===== src/rtl/softmax_job_sched_if.sv =====
// softmax_job_sched_if: job descriptor, core control and completion signals of the softmax job sequencer
//   job_*     descriptor push handshake (valid/ready + start/end address)
//   sm_*      softmax core control (init/start pulses, held addresses, done level)
//   core_rst  core-local reset pulse from the watchdog
//   cmpl_*    one-cycle completion report (id, status)
//   busy, q_count  sequencer status
// The slave modport is the sequencer; the master modport is its environment.
interface softmax_job_sched_if #(
    parameter int ADDRSIZE = 8,
    parameter int QDEPTH = 4,
    parameter int IDW = 4
);
    logic                      job_valid;
    logic                      job_ready;
    logic [ADDRSIZE-1:0]       job_start_addr;
    logic [ADDRSIZE-1:0]       job_end_addr;
    logic                      sm_init;
    logic                      sm_start;
    logic [ADDRSIZE-1:0]       sm_start_addr;
    logic [ADDRSIZE-1:0]       sm_end_addr;
    logic                      sm_done;
    logic                      core_rst;
    logic                      cmpl_valid;
    logic [IDW-1:0]            cmpl_id;
    logic [1:0]                cmpl_status;
    logic                      busy;
    logic [$clog2(QDEPTH):0]   q_count;
    modport slave (
        input  job_valid, job_start_addr, job_end_addr, sm_done,
        output job_ready, sm_init, sm_start, sm_start_addr, sm_end_addr,
               core_rst, cmpl_valid, cmpl_id, cmpl_status, busy, q_count
    );
    modport master (
        output job_valid, job_start_addr, job_end_addr, sm_done,
        input  job_ready, sm_init, sm_start, sm_start_addr, sm_end_addr,
               core_rst, cmpl_valid, cmpl_id, cmpl_status, busy, q_count
    );
endinterface


===== src/rtl/softmax_job_sched.sv =====
// softmax_job_sched: queues softmax job descriptors and runs them one at a time on the core, with a done-window tracker and watchdog
//   clk, reset  clock and synchronous active-high reset
//   bus         softmax_job_sched_if.slave: job push, core control, completion and status
// All outputs come straight from flops.
module softmax_job_sched #(
    parameter int ADDRSIZE = 8,
    parameter int QDEPTH = 4,
    parameter int IDW = 4,
    parameter int TIMEOUT = 1024
) (
    input logic clk,
    input logic reset,
    softmax_job_sched_if.slave bus
);
    localparam int AW = $clog2(QDEPTH);
    localparam int CW = AW + 1;
    localparam int WW = $clog2(TIMEOUT);

    typedef enum logic [2:0] {IDLE, INIT, START, WAIT, DRAIN, ABORT, CMPL} state_e;

    state_e                  state_q, state_d;
    logic [2*ADDRSIZE-1:0]   mem_q [QDEPTH];
    logic [AW-1:0]           wr_q, wr_d, rd_q, rd_d;
    logic [CW-1:0]           cnt_q, cnt_d;
    logic                    ready_q, ready_d;
    logic [IDW-1:0]          nid_q, nid_d, jid_q, jid_d, cid_q, cid_d;
    logic [WW-1:0]           wd_q, wd_d;
    logic                    done_q;
    logic [ADDRSIZE-1:0]     sa_q, sa_d, ea_q, ea_d;
    logic                    init_q, init_d, start_q, start_d, crst_q, crst_d;
    logic                    cv_q, cv_d, busy_q, busy_d;
    logic [1:0]              cst_q, cst_d;
    logic                    push, pop, rise, expire;
    logic [ADDRSIZE-1:0]     hs, he;

    always_comb begin
        push    = bus.job_valid & ready_q;
        pop     = (state_q == IDLE) && (cnt_q != '0);
        hs      = mem_q[rd_q][2*ADDRSIZE-1:ADDRSIZE];
        he      = mem_q[rd_q][ADDRSIZE-1:0];
        // done_q tracks sm_done every cycle, so a level already high on entry to WAIT is not an edge
        rise    = bus.sm_done & ~done_q;
        expire  = wd_q == WW'(TIMEOUT - 1);
        state_d = state_q;
        wd_d    = wd_q;
        sa_d    = sa_q;
        ea_d    = ea_q;
        nid_d   = nid_q;
        jid_d   = jid_q;
        cst_d   = cst_q;
        case (state_q)
            IDLE: if (pop) begin
                sa_d  = hs;
                ea_d  = he;
                jid_d = nid_q;
                nid_d = nid_q + 1'b1;
                state_d = (he >= hs) ? INIT : CMPL;
                cst_d = (he >= hs) ? cst_q : 2'd2;
            end
            INIT:  state_d = START;
            START: begin
                state_d = WAIT;
                wd_d = '0;
            end
            // watchdog expiry wins over a done edge in the same cycle
            WAIT, DRAIN: if (expire) begin
                state_d = ABORT;
                wd_d = '0;
            end else begin
                wd_d = wd_q + 1'b1;
                if (state_q == WAIT && rise) state_d = DRAIN;
                else if (state_q == DRAIN && !bus.sm_done) begin
                    state_d = CMPL;
                    cst_d = 2'd0;
                end
            end
            // wd reused as a two-cycle counter for the core reset pulse
            ABORT: if (wd_q[0]) begin
                state_d = CMPL;
                cst_d = 2'd1;
            end else wd_d = wd_q + 1'b1;
            CMPL:    state_d = IDLE;
            default: state_d = IDLE;
        endcase
        wr_d    = wr_q + AW'(push);
        rd_d    = rd_q + AW'(pop);
        cnt_d   = cnt_q + CW'(push) - CW'(pop);
        ready_d = cnt_d != CW'(QDEPTH);
        init_d  = state_d == INIT;
        start_d = state_d == START;
        crst_d  = state_d == ABORT;
        cv_d    = state_d == CMPL;
        cid_d   = cv_d ? jid_d : cid_q;
        busy_d  = state_d != IDLE;
    end

    always_ff @(posedge clk) begin
        if (push) mem_q[wr_q] <= {bus.job_start_addr, bus.job_end_addr};
    end

    always_ff @(posedge clk) begin
        if (reset) begin
            state_q <= IDLE;
            wr_q    <= '0;
            rd_q    <= '0;
            cnt_q   <= '0;
            ready_q <= 1'b1;
            nid_q   <= '0;
            jid_q   <= '0;
            cid_q   <= '0;
            wd_q    <= '0;
            done_q  <= 1'b0;
            sa_q    <= '0;
            ea_q    <= '0;
            init_q  <= 1'b0;
            start_q <= 1'b0;
            crst_q  <= 1'b0;
            cv_q    <= 1'b0;
            busy_q  <= 1'b0;
            cst_q   <= '0;
        end else begin
            state_q <= state_d;
            wr_q    <= wr_d;
            rd_q    <= rd_d;
            cnt_q   <= cnt_d;
            ready_q <= ready_d;
            nid_q   <= nid_d;
            jid_q   <= jid_d;
            cid_q   <= cid_d;
            wd_q    <= wd_d;
            done_q  <= bus.sm_done;
            sa_q    <= sa_d;
            ea_q    <= ea_d;
            init_q  <= init_d;
            start_q <= start_d;
            crst_q  <= crst_d;
            cv_q    <= cv_d;
            busy_q  <= busy_d;
            cst_q   <= cst_d;
        end
    end

    assign bus.job_ready     = ready_q;
    assign bus.q_count       = cnt_q;
    assign bus.sm_init       = init_q;
    assign bus.sm_start      = start_q;
    assign bus.sm_start_addr = sa_q;
    assign bus.sm_end_addr   = ea_q;
    assign bus.core_rst      = crst_q;
    assign bus.cmpl_valid    = cv_q;
    assign bus.cmpl_id       = cid_q;
    assign bus.cmpl_status   = cst_q;
    assign bus.busy          = busy_q;
endmodule


===== src/flat_wrapper.sv =====
// flat-port wrapper written by rule: the top's interface ports become plain ports
module softmax_job_sched_flat 
#(
    parameter int ADDRSIZE = 8,
    parameter int QDEPTH = 4,
    parameter int IDW = 4,
    parameter int TIMEOUT = 1024
)
  (clk, reset, bus_job_valid, bus_job_start_addr, bus_job_end_addr, bus_sm_done, bus_job_ready, bus_sm_init, bus_sm_start, bus_sm_start_addr, bus_sm_end_addr, bus_core_rst, bus_cmpl_valid, bus_cmpl_id, bus_cmpl_status, bus_busy, bus_q_count);
  softmax_job_sched_if #(.ADDRSIZE(ADDRSIZE), .QDEPTH(QDEPTH), .IDW(IDW)) bus_i ();
  input logic clk;
  input logic reset;
  input wire logic [$bits(bus_i.job_valid)-1:0] bus_job_valid;
  input wire logic [$bits(bus_i.job_start_addr)-1:0] bus_job_start_addr;
  input wire logic [$bits(bus_i.job_end_addr)-1:0] bus_job_end_addr;
  input wire logic [$bits(bus_i.sm_done)-1:0] bus_sm_done;
  output wire logic [$bits(bus_i.job_ready)-1:0] bus_job_ready;
  output wire logic [$bits(bus_i.sm_init)-1:0] bus_sm_init;
  output wire logic [$bits(bus_i.sm_start)-1:0] bus_sm_start;
  output wire logic [$bits(bus_i.sm_start_addr)-1:0] bus_sm_start_addr;
  output wire logic [$bits(bus_i.sm_end_addr)-1:0] bus_sm_end_addr;
  output wire logic [$bits(bus_i.core_rst)-1:0] bus_core_rst;
  output wire logic [$bits(bus_i.cmpl_valid)-1:0] bus_cmpl_valid;
  output wire logic [$bits(bus_i.cmpl_id)-1:0] bus_cmpl_id;
  output wire logic [$bits(bus_i.cmpl_status)-1:0] bus_cmpl_status;
  output wire logic [$bits(bus_i.busy)-1:0] bus_busy;
  output wire logic [$bits(bus_i.q_count)-1:0] bus_q_count;
  assign bus_i.job_valid = bus_job_valid;
  assign bus_i.job_start_addr = bus_job_start_addr;
  assign bus_i.job_end_addr = bus_job_end_addr;
  assign bus_i.sm_done = bus_sm_done;
  assign bus_job_ready = bus_i.job_ready;
  assign bus_sm_init = bus_i.sm_init;
  assign bus_sm_start = bus_i.sm_start;
  assign bus_sm_start_addr = bus_i.sm_start_addr;
  assign bus_sm_end_addr = bus_i.sm_end_addr;
  assign bus_core_rst = bus_i.core_rst;
  assign bus_cmpl_valid = bus_i.cmpl_valid;
  assign bus_cmpl_id = bus_i.cmpl_id;
  assign bus_cmpl_status = bus_i.cmpl_status;
  assign bus_busy = bus_i.busy;
  assign bus_q_count = bus_i.q_count;
  softmax_job_sched #(.ADDRSIZE(ADDRSIZE), .QDEPTH(QDEPTH), .IDW(IDW), .TIMEOUT(TIMEOUT)) u_core (.clk(clk), .reset(reset), .bus(bus_i));
endmodule

===== config.mk =====
export PLATFORM = sky130hd
export DESIGN_NAME = softmax_job_sched_flat
export DESIGN_NICKNAME = d
export VERILOG_FILES = /design/src/rtl/softmax_job_sched_if.sv /design/src/rtl/softmax_job_sched.sv /design/src/flat_wrapper.sv
export SDC_FILE = /design/constraint.sdc
export NUM_CORES = 1
export LEC_CHECK = 0
export CORE_MARGIN = 10
export CORE_UTILIZATION = 40
export CTS_CLUSTER_DIAMETER = 120
export DETAILED_ROUTE_END_ITERATION = 16
export SKIP_LAST_GASP = 1
export SLEW_MARGIN = 0
export SYNTH_ARGS = -nofsm -noshare
export SYNTH_HDL_FRONTEND = slang
export SYNTH_SLANG_ARGS = --single-unit
export TNS_END_PERCENT = 20

===== constraint.sdc =====
create_clock -name clk -period 3.2 [get_ports clk]
set_input_delay 0.64 -clock clk [delete_from_list [all_inputs] [get_ports clk]]
set_output_delay 0.64 -clock clk [all_outputs]
set_load 0.02 [all_outputs]

==> out/qor.yml <==
setup_viol: 0
grt_first_pass_wirelength_um: 17000
diodes: 0
htreeDepth: 4
critPathKind: "reg -> reg"
vias: 3306
io_buffers: 50
antenna_found_initial: 0
gp_congestion: 0.793
worstPathMaxFanout: 11
track_usage_pct: 12.3
coreArea_um2: 12500
r2r-start: "u_core.rd_q[1]"
hold_viol: 0
antenna_left: 0
ys.flop_type: "edfxtp_1"
r2r_slack_ps: 450
die_w_um: 133
synth_area_um2: 5070
floorplan.rows: 41
netlist-cell-type-count: 59
cp-endpoint: "u_core.bus.busy"
drc: 0
clkTransAtPathRegs_ps: 50
dp_worst_setup_slack_ps: 451
cts_resized: 0
grt_overflow_total: 0
synth-edff-count: 64
cts_inserted_buffers: 17
hpwl_um: 7400
drv_cap: 0
dieArea_um2: 17600
ys_seq_area_share_pct: 60.4
dr.pass1.iters: 4
status: "finished, final reports clean"
fp.dieH_um: 133
drv_slew: 0
finClkSkew_ps: 5.13
critPathLaunchType: "flop"
avgSynthCellArea_um2: 12.6
start_util_pct: 40.5
io_pins: 51
ir_drop_mv: 0.468
first_global_vias: 3368
cts_tree: "done"
crit_path_end_kind: "flop"
p_leak_uw: 0.00227
arrival_ps: 3050
hp-class: "reg -> reg"
fmax_mhz: 363
drtIter0Drc: 298
cts_sinks: 121
ys_warn_count: 0
crit_path_start: "u_core.rd_q[1]"
ys_ff_latch: 121
drive_gt1_share_pct: 15.8
grt_max_degree: 34
post_cts_buffers: 0
drt-total-wl_um: 10400
synth_nets: 439
async_reset_ff_share_pct: 0
nNetsFinal: 503
synthCells: 403
worst_slack_ps: 446
cts_buffer_depth: 2
worst_ep_required_time_ps: 3500
cts-root-buf: "clkbuf_16"
finalCriticalPeriod_ps: 2750
rsz0062_at_grt: "false"
powerDensity_nw_per_um2: 929
worst_slew_pin_slew_ps: 634
hold_buffers: 0
rr_worst_depth: 9
wl_per_cell_um: 16.0
finalSetupTns_ps: 0
timing.slew.headroom_pct: 57.7
post-route-util_pct: 50.9
viasPerCell: 5.07
timing.rr.end: "u_core.bus.busy"
fin_crit_sh_pct: 86.1
clk_latency_ps: 420
syn2layout_area_growth_pct: 25.6
-- placed cells by master (no fill, tap or decap), types with 2 or more instances in the layout --
cell type        instances
clkinvlp_4               3
a221oi_1                 2
nand2b_1                 4
nor3b_1                  3
edfxtp_1                64
clkbuf_16               17
a211o_1                  2
clkdlybuf4s50_1         49
nand3_1                  6
nand2_1                 57
o21ai_0                  8
dfxtp_1                 57
buf_4                   13
nor2b_1                 11
or4_1                    2
nor2_1                  20
a21oi_1                 34
mux4_2                  16
nand4_1                  2
inv_6                    2
a31oi_1                  3
nor3_1                   6
inv_1                   19
clkinv_1                 3
xor2_1                   3
a311oi_1                 3
mux2i_1                  2
clkinv_4                 5
o31ai_1                  2
mux2_4                   4
nand3b_1                 2
nor3b_2                  2
xnor2_1                  4
nor3_2                   2
a22oi_1                  2
o32ai_1                  2
ha_1                    15
-- through the flow --
step	hold WS [ps]	power (µW)	std cells	area, µm²
after floorplan	440	3510	403	5070
after global routing	477	6290	652	6370
after CTS	457	6000	652	6370
after global placement	449	4170	620	5810
after detailed placement	450	4220	620	5810
final	453	5920	652	6370
-- report_power, final --
part           switching (µW)  internal (µW)
Sequential                166           1890
Combinational            1180            929
Clock                     691           1070
Total                    2040           3880
-- sequential cells by signal, indices dropped and copies added (netlist names), 2 cells and up --
name	flops
u_core.jid_q	4
u_core.bus.cmpl_status	2
u_core.state_q	3
u_core.nid_q	4
u_core.wd_q	10
u_core.rd_q	2
u_core.mem_q	64
u_core.bus.sm_start_addr	8
u_core.wr_q	2
u_core.bus.sm_end_addr	8
u_core.bus.cmpl_id	4
u_core.bus.q_count	3
-- worst min-delay path by stage --
stage               slack, ps  depth (start not counted)                          end                   startpoint
floorplan                 440                          2              u_core.jid_q[0]              u_core.jid_q[0]
global placement          450                          2  u_core.bus.sm_start_addr[5]  u_core.bus.sm_start_addr[5]
detailed placement        450                          2  u_core.bus.sm_start_addr[3]  u_core.bus.sm_start_addr[3]
CTS                       460                          2  u_core.bus.sm_start_addr[3]  u_core.bus.sm_start_addr[3]
global route              480                          2  u_core.bus.sm_start_addr[6]  u_core.bus.sm_start_addr[6]
finish                    450                          2  u_core.bus.sm_start_addr[3]  u_core.bus.sm_start_addr[3]
-- layer usage --
metal / vias up / GRT usage [%] / share of wire (%)
li1: 1609 / - / -
met1: 1618 / 14.3 / 46
met2: 60 / 19.8 / 48
met3: 19 / 4.35 / 4.2
met4: 0 / 5.87 / 1.9
met5: - / 0 / 0
-- cell usage after synthesis, types with 2 or more instances --
master / n / area share (%)
nand2b_1: 4 / 0.49
nand4_1: 2 / 0.25
nor2b_1: 11 / 1.4
buf_1: 2 / 0.15
nand2_1: 57 / 4.2
nor3b_1: 5 / 0.74
xnor2_1: 4 / 0.69
buf_2: 5 / 0.49
ha_1: 15 / 3.7
dfxtp_1: 57 / 23
nand3b_1: 2 / 0.30
mux4_2: 16 / 7.1
nor3_1: 7 / 0.69
a221oi_1: 2 / 0.35
or4_1: 2 / 0.30
o32ai_1: 2 / 0.35
clkbuf_1: 9 / 0.67
nand3_1: 6 / 0.59
xor2_1: 3 / 0.52
a22oi_1: 2 / 0.30
mux2_4: 4 / 1.2
buf_4: 2 / 0.30
o31ai_1: 2 / 0.30
a21oi_1: 34 / 3.4
o21ai_0: 8 / 0.79
a311oi_1: 3 / 0.52
mux2i_1: 2 / 0.39
a31oi_1: 3 / 0.37
edfxtp_1: 64 / 38
nor2_1: 20 / 1.5
a211o_1: 2 / 0.35
inv_1: 19 / 1.4
-- layout make-up --
cell class / instances / area, µm²
clock buffers: 18 / 429
well taps: 172 / 215
multi-input cells: 244 / 1870
fillers: 1128 / 6150
repair buffers: 63 / 593
clock inverters: 14 / 126
inverters: 20 / 75.1
flip-flops and latches: 121 / 3060
-- worst max-delay path, cell delays in order (launching register included) --
cell and delay [ps]:
dfxtp_1 640, buf_4 240, mux4_2 340, inv_1 80, ha_1 250, a21oi_1 140
o21a_1 170, nor2_1 60, or3_1 430, o31a_1 300
-- cells by family after synthesis --
family | synth area share (%)
fa+ha+maj | 4.10
compound gates | 10.3
flops | 60.4
simple gates | 12.2
mux | 8.69
buf+inv | 3.08
xor+xnor | 1.21
(Power assumes the default switching activity.)
